File: config.mk
export PLATFORM = sky130hd
export DESIGN_NAME = dram_burst_sequencer
export DESIGN_NICKNAME = d
export VERILOG_FILES = /design/src/rtl/dram_burst_sequencer_pkg.sv /design/src/rtl/dram_tag_fifo.sv /design/src/rtl/dram_burst_sequencer.sv
export SDC_FILE = /design/constraint.sdc
export NUM_CORES = 2
export LEC_CHECK = 0
export BUFFER_PORTS_ARGS = -buffer_cell sky130_fd_sc_hd__buf_2
export CAP_MARGIN = 20
export CORE_AREA = 2 2 426 428
export DETAILED_ROUTE_END_ITERATION = 8
export DIE_AREA = 0 0 428 430
export SYNTH_ARGS = -nofsm -noshare
export SYNTH_HDL_FRONTEND = slang
export SYNTH_SLANG_ARGS = --single-unit
export TNS_END_PERCENT = 30
File: constraint.sdc
create_clock -name Mem_Clk -period 8.4 [get_ports Mem_Clk]
set_input_delay 0.42 -clock Mem_Clk [delete_from_list [all_inputs] [get_ports Mem_Clk]]
set_output_delay 0.42 -clock Mem_Clk [all_outputs]
set_load 0.02 [all_outputs]
File: src/rtl/dram_burst_sequencer_pkg.sv
// Shared widths and command FSM encoding for the DRAM burst sequencer slice.
package dram_burst_sequencer_pkg;

   localparam int unsigned DRAM_BEAT_W = 144;
   localparam int unsigned DRAM_BE_W   = 18;
   localparam int unsigned USR_DATA_W  = 288;
   localparam int unsigned USR_BE_W    = 36;
   localparam int unsigned CMD_TAG_W   = 32;

   typedef enum logic [1:0] {
      IDLE,
      RD,
      WR_LO,
      WR_HI
   } cmd_state_t;

endpackage

File: src/rtl/dram_tag_fifo.sv
// In-order read tag FIFO: first-word-fall-through, distributed RAM storage.
module dram_tag_fifo #(
   parameter int unsigned DEPTH = 16,
   parameter int unsigned WIDTH = 32
) (
   input  logic             Mem_Clk,
   input  logic             Mem_Rst_n,
   input  logic             push,
   input  logic [WIDTH-1:0] push_data,
   input  logic             pop,
   output logic [WIDTH-1:0] head,
   output logic             full,
   output logic             empty
);

   localparam int unsigned AW = $clog2(DEPTH);

   logic [WIDTH-1:0] mem [DEPTH];
   logic [AW:0]      wr_ptr;
   logic [AW:0]      rd_ptr;
   logic             do_push;
   logic             do_pop;

   assign empty   = (wr_ptr == rd_ptr);
   assign full    = (wr_ptr[AW] != rd_ptr[AW]) && (wr_ptr[AW-1:0] == rd_ptr[AW-1:0]);
   // a pop frees the head slot in the same cycle, so push-while-full is accepted then
   assign do_pop  = pop && !empty;
   assign do_push = push && (!full || pop);
   assign head    = mem[rd_ptr[AW-1:0]];

   always_ff @(posedge Mem_Clk) begin
      if (do_push) begin
         mem[wr_ptr[AW-1:0]] <= push_data;
      end
   end

   always_ff @(posedge Mem_Clk or negedge Mem_Rst_n) begin
      if (!Mem_Rst_n) begin
         wr_ptr <= '0;
         rd_ptr <= '0;
      end else begin
         if (do_push) wr_ptr <= wr_ptr + 1'b1;
         if (do_pop)  rd_ptr <= rd_ptr + 1'b1;
      end
   end

endmodule

File: src/rtl/dram_burst_sequencer.sv
// Splits 288-bit user requests into 144-bit bridge command beats and rebuilds
// 288-bit read responses, tagging them from an in-order tag FIFO.
module dram_burst_sequencer
   import dram_burst_sequencer_pkg::*;
#(
   parameter int unsigned MAX_OUTSTANDING = 16,
   parameter int unsigned TAG_W           = 32
) (
   input  logic                   Mem_Clk,
   input  logic                   Mem_Rst_n,
   input  logic                   usr_valid,
   output logic                   usr_ready,
   input  logic                   usr_rnw,
   input  logic [31:0]            usr_address,
   input  logic [USR_DATA_W-1:0]  usr_data,
   input  logic [USR_BE_W-1:0]    usr_be,
   input  logic [TAG_W-1:0]       usr_tag,
   output logic [31:0]            Mem_Cmd_Address,
   output logic                   Mem_Cmd_RNW,
   output logic                   Mem_Cmd_Valid,
   input  logic                   Mem_Cmd_Ack,
   output logic [CMD_TAG_W-1:0]   Mem_Cmd_Tag,
   output logic [DRAM_BEAT_W-1:0] Mem_Wr_Din,
   output logic [DRAM_BE_W-1:0]   Mem_Wr_BE,
   input  logic [DRAM_BEAT_W-1:0] Mem_Rd_Dout,
   input  logic                   Mem_Rd_Valid,
   output logic                   Mem_Rd_Ack,
   output logic                   rsp_valid,
   input  logic                   rsp_ready,
   output logic [USR_DATA_W-1:0]  rsp_data,
   output logic [TAG_W-1:0]       rsp_tag,
   output logic                   err_unexpected_rd
);

   localparam int unsigned CNT_W = $clog2(MAX_OUTSTANDING + 1);

   cmd_state_t             state;
   logic [DRAM_BEAT_W-1:0] cap_data_hi;
   logic [DRAM_BE_W-1:0]   cap_be_hi;
   logic [TAG_W-1:0]       cap_tag;
   logic [CMD_TAG_W-1:0]   usr_tag_ext;

   logic [CNT_W-1:0]       outstanding;
   logic [CNT_W:0]         committed;
   logic                   beat;
   logic [DRAM_BEAT_W-1:0] rd_low;

   logic                   fin;
   logic                   rd_full;
   logic                   accept;
   logic                   issue_rd;
   logic                   stray;
   logic                   complete;
   logic                   tag_full;
   logic                   tag_empty;
   logic [TAG_W-1:0]       tag_head;

   generate
      if (TAG_W >= CMD_TAG_W) begin : g_tag_trunc
         assign usr_tag_ext = usr_tag[CMD_TAG_W-1:0];
      end else begin : g_tag_zext
         assign usr_tag_ext = {{(CMD_TAG_W - TAG_W){1'b0}}, usr_tag};
      end
   endgenerate

   assign fin      = Mem_Cmd_Ack && (state == RD || state == WR_HI);
   assign issue_rd = Mem_Cmd_Ack && (state == RD);
   // a read still sitting in RD already owns a slot even though it is not yet counted
   assign committed = {1'b0, outstanding} + {{CNT_W{1'b0}}, (state == RD)};
   assign rd_full   = (committed >= (CNT_W + 1)'(MAX_OUTSTANDING)) || tag_full;
   assign usr_ready = (state == IDLE || fin) && !(usr_rnw && rd_full);
   assign accept    = usr_valid && usr_ready;

   assign stray      = Mem_Rd_Valid && !beat && (outstanding == '0);
   assign Mem_Rd_Ack = beat ? (Mem_Rd_Valid && (!rsp_valid || rsp_ready)) : Mem_Rd_Valid;
   assign complete   = beat && Mem_Rd_Ack;

   always_ff @(posedge Mem_Clk or negedge Mem_Rst_n) begin
      if (!Mem_Rst_n) begin
         state           <= IDLE;
         Mem_Cmd_Valid   <= 1'b0;
         Mem_Cmd_Address <= '0;
         Mem_Cmd_RNW     <= 1'b0;
         Mem_Cmd_Tag     <= '0;
         Mem_Wr_Din      <= '0;
         Mem_Wr_BE       <= '0;
         cap_data_hi     <= '0;
         cap_be_hi       <= '0;
         cap_tag         <= '0;
      end else if (accept) begin
         state           <= usr_rnw ? RD : WR_LO;
         Mem_Cmd_Valid   <= 1'b1;
         Mem_Cmd_Address <= usr_address;
         Mem_Cmd_RNW     <= usr_rnw;
         Mem_Cmd_Tag     <= usr_tag_ext;
         Mem_Wr_Din      <= usr_data[DRAM_BEAT_W-1:0];
         Mem_Wr_BE       <= usr_be[DRAM_BE_W-1:0];
         cap_data_hi     <= usr_data[USR_DATA_W-1:DRAM_BEAT_W];
         cap_be_hi       <= usr_be[USR_BE_W-1:DRAM_BE_W];
         cap_tag         <= usr_tag;
      end else if (state == WR_LO && Mem_Cmd_Ack) begin
         state      <= WR_HI;
         Mem_Wr_Din <= cap_data_hi;
         Mem_Wr_BE  <= cap_be_hi;
      end else if (fin) begin
         state         <= IDLE;
         Mem_Cmd_Valid <= 1'b0;
      end
   end

   always_ff @(posedge Mem_Clk or negedge Mem_Rst_n) begin
      if (!Mem_Rst_n) begin
         beat              <= 1'b0;
         rd_low            <= '0;
         rsp_valid         <= 1'b0;
         rsp_data          <= '0;
         rsp_tag           <= '0;
         outstanding       <= '0;
         err_unexpected_rd <= 1'b0;
      end else begin
         if (Mem_Rd_Valid && !beat) begin
            if (stray) begin
               err_unexpected_rd <= 1'b1;
            end else begin
               rd_low <= Mem_Rd_Dout;
               beat   <= 1'b1;
            end
         end
         if (complete) begin
            rsp_data  <= {Mem_Rd_Dout, rd_low};
            rsp_tag   <= tag_head;
            rsp_valid <= 1'b1;
            beat      <= 1'b0;
         end else if (rsp_ready) begin
            rsp_valid <= 1'b0;
         end
         case ({issue_rd, complete})
            2'b10:   outstanding <= outstanding + CNT_W'(1);
            2'b01:   outstanding <= outstanding - CNT_W'(1);
            default: outstanding <= outstanding;
         endcase
      end
   end

   dram_tag_fifo #(
      .DEPTH (MAX_OUTSTANDING),
      .WIDTH (TAG_W)
   ) u_tag_fifo (
      .Mem_Clk   (Mem_Clk),
      .Mem_Rst_n (Mem_Rst_n),
      .push      (issue_rd),
      .push_data (cap_tag),
      .pop       (complete),
      .head      (tag_head),
      .full      (tag_full),
      .empty     (tag_empty)
   );

   logic unused_ok;
   assign unused_ok = tag_empty;

endmodule

==> qor.yml <==
status: "finished clean"
ys_types: 44
fmax_mhz: 244
coreArea_um2: 180000
drv_cap: 0
finalMaxSlewViolations: 0
post-route-min-period_ns: 4.09
synth_area_leaders: "dfrtp_1 (39%), edfxtp_1 (28%), mux2_4 (8.1%)"
cts_root_buf: "clkbuf_16"
grt_pass1_vias: 36510
synthSimpleGateAreaFrac_pct: 6.61
final_util_pct: 41.0
die_h_um: 430
dr.first_iter.drc_count: 2586
path_max_fanout: 136
io_pins: 1091
yosys.area_share.xor_xnor_pct: 0.300
critPathLaunch: "u_tag_fifo.rd_ptr[3]"
dp_cells: 6861
h-tree-depth: 4
yosys.area.top_type: "dfrtp_1"
fin_setup_tns_ns: 0
synthesis.nets: 4100
cts_buffers: 153
required_ns: 9.03
track_usage_pct: 17.9
synthArstFlopShare_pct: 63.1
synth_cells: 3551
synth-warning-count: 0
setup_slack_ns: 4.31
start_util_pct: 30.9
clk_latency_ns: 0.78
syn_to_final_growth_pct: 32.7
vdd.ir_drop.worst_mv: 0.238
setup.worst_path.start_class: "flip-flop"
crit_path_end: "Mem_Wr_Din[110]"
critPathMaxStageDelay_ns: 0.99
rrSetupSlack_ns: 4.31
worst-slew-pin-transition_ns: 1.34
ant_nets: 0
antenna_found_initial: 37
busiest_layer: "met2"
dp_hpwl_um: 113000
synthesis.area_um2: 55500
met1_usage_pct: 22.2
cts_sinks: 1386
viasPerCell: 4.59
synth_fa_ha_area_share_pct: 0.239
detail_route.wl_per_cell_um: 22.0
crit_chain: "xor2_1, nor4_2, a211o_2, a21oi_4, buf_12, buf_4, mux2_2"
worst-setup-path-type: "reg -> reg"
synth-main-ff-cell: "dfrtp_1"
synth-compound-area-share_pct: 1.09
rr_endpoint: "Mem_Wr_Din[110]"
hold_depth: 2
place.gp.congestion: 0.892
grt_util_met3_pct: 4.15
syn-mean-instance-area_um2: 15.6
cp-end-kind: "flip-flop"
ys_ff_latch: 1386
rr_worst_depth: 7
synth_top_area_share_pct: 39.4
portBuffers: 1090
r2r_start: "u_tag_fifo.rd_ptr[3]"
hold_violations: 0
grt_max_degree: 206
setup_viol: 0
die_width_um: 428
tritoncts: "built"
seq_area_frac_synth_pct: 67.1
min_path_type: "in -> reg"
synth_top_family_by_area: "multiplexers"
muxShareOfSynthArea_pct: 22.2
path_clk_slew_ns: 0.06
slowest_stage: "dfrtp_4"
nets: 5723
rsz0062_at_grt: "no"
cts_setup_buffers: 0
synth_edf_count: 512
grt_pass1_wl_um: 245000
rows: 156
first_pass_iters: 6
drc: 0
min_period_over_period_pct: 48.7
p_leak_uw: 0.0327
use_met2_pct: 29.8
crit_arrival_ns: 4.72
wl_um: 169000
layout-drive-gt1-share_pct: 41.7
clock_path_buffers: 3
instances_no_fill: 7691
overflow: 0
power.density_nw_per_um2: 383
dieArea_um2: 184000
relSlewSlack_pct: 10.6
skew_ns: 0.0329
post-place-ws_ns: 4.26
vias: 35332
routing by layer:
metal  vias to the layer above  part of all wire, %
met5                         -                0.028
met4                        10                  4.4
met3                       334                  6.2
met2                      1206                   49
met1                     17932                   40
li1                      15850                    -
how the worst min path moves through the flow:
stage                 start            endpoint
2_1_floorplan     Mem_Rst_n  Mem_Cmd_Address[0]
3_3_place_gp    rd_low[127]       rsp_data[127]
3_5_place_dp     rd_low[71]        rsp_data[71]
4_1_cts           usr_valid            state[1]
5_1_grt        usr_data[90]      Mem_Wr_Din[90]
6_report       usr_data[90]      Mem_Wr_Din[90]
timing repair:
item	4_1_cts	5_1_grt
resized for setup	0	0
hold endpoints to repair	738	0
hold buffers	522	0
power by group:
part,switching (uW),total (uW),internal [uW],leakage (uW)
Clock,2810,6800,3990,0.00251
Sequential,1830,11400,9600,0.0151
Combinational,5300,10000,4720,0.0150
cell type report:
cell class / instances / area, um^2
Clock buffer: 223 / 4460
Timing Repair Buffer: 1660 / 11300
Sequential cell: 1386 / 37300
Antenna cell: 21 / 52.6
Clock inverter: 58 / 686
Fill cell: 16326 / 106000
Inverter: 6 / 30.0
Tap cell: 2370 / 2970
Multi-Input combinational cell: 1967 / 17000
registers in the layout, indices dropped and copies added (netlist names), 2 cells and up:
register,cells
Mem_Cmd_Address,32
Mem_Wr_BE,18
Mem_Wr_Din,144
cap_be_hi,18
cap_data_hi,144
cap_tag,32
outstanding,5
rd_low,144
rsp_data,288
rsp_tag,32
state,2
u_tag_fifo.mem,512
u_tag_fifo.rd_ptr,5
u_tag_fifo.wr_ptr,5
synth_stat cells, types with 3 or more instances:
cell type / n
o21ai_0: 3
xnor2_1: 9
buf_12: 33
buf_4: 9
mux2i_1: 91
nor3_1: 10
a21oi_1: 15
o22ai_1: 41
nand3_1: 4
buf_6: 3
a21o_1: 26
nand2_1: 875
buf_2: 19
mux2_2: 396
nor2_1: 25
buf_1: 19
clkbuf_1: 108
nand2b_1: 3
mux4_2: 110
nor2b_1: 3
xor2_1: 10
dfrtp_1: 874
and3_1: 15
ha_1: 9
mux2_4: 300
inv_1: 6
edfxtp_1: 512
nand4_1: 4
metrics by stage:
| stage | total power (uW) | area (um^2) | hold WS (ns) |
|---|---|---|---|
| 6_report | 28300 | 73700 | 0.0201 |
| 5_1_grt | 29700 | 73700 | 0.00423 |
| 4_1_cts | 28500 | 73500 | 0.00570 |
| 3_5_place_dp | 21400 | 63100 | 0.449 |
| 3_3_place_gp | 21200 | 63100 | 0.441 |
| 2_1_floorplan | 18000 | 55500 | 0.124 |
worst max-delay path: cells and delay by family, from the launching register on:
| kind | cells | cell delay, ns |
|---|---|---|
| xor gates and xnor gates | 1 | 0.24 |
| AOI/OAI and AO/OA | 2 | 0.95 |
| and+or+nand+nor | 1 | 0.10 |
| buffers and inverters | 2 | 1.09 |
| DFF | 1 | 0.99 |
| muxes | 1 | 0.39 |
kinds of logic (layout without fill, tap and decap cells):
family                     count (synthesis)  in the layout
adders and majority gates                 10             10
buffers and inverters                    198           1947
DFF                                     1386           1386
other                                      0             21
AOI/OAI and AO/OA                         93             93
muxes                                    897            897
xor gates and xnor gates                  19             19
and+or+nand+nor                          948            948
placed cells by master (no fill, tap or decap), types with 6 or more instances in the layout:
master	instances
mux4_2	110
buf_2	1089
mux2_4	300
edfxtp_1	512
o22ai_1	41
dlygate4sd3_1	522
xor2_1	10
a21o_1	26
clkbuf_1	37
dfrtp_1	871
and3_2	15
nand2_1	875
a21oi_1	15
clkbuf_16	156
diode_2	21
buf_4	33
bufinv_16	9
buf_12	13
xnor2_1	9
clkinvlp_4	6
nor3_1	9
clkinv_1	8
clkbuf_8	30
mux2_2	396
clkinv_2	20
ha_1	9
nor2_1	25
mux2i_1	91
(Power assumes the default switching activity.)
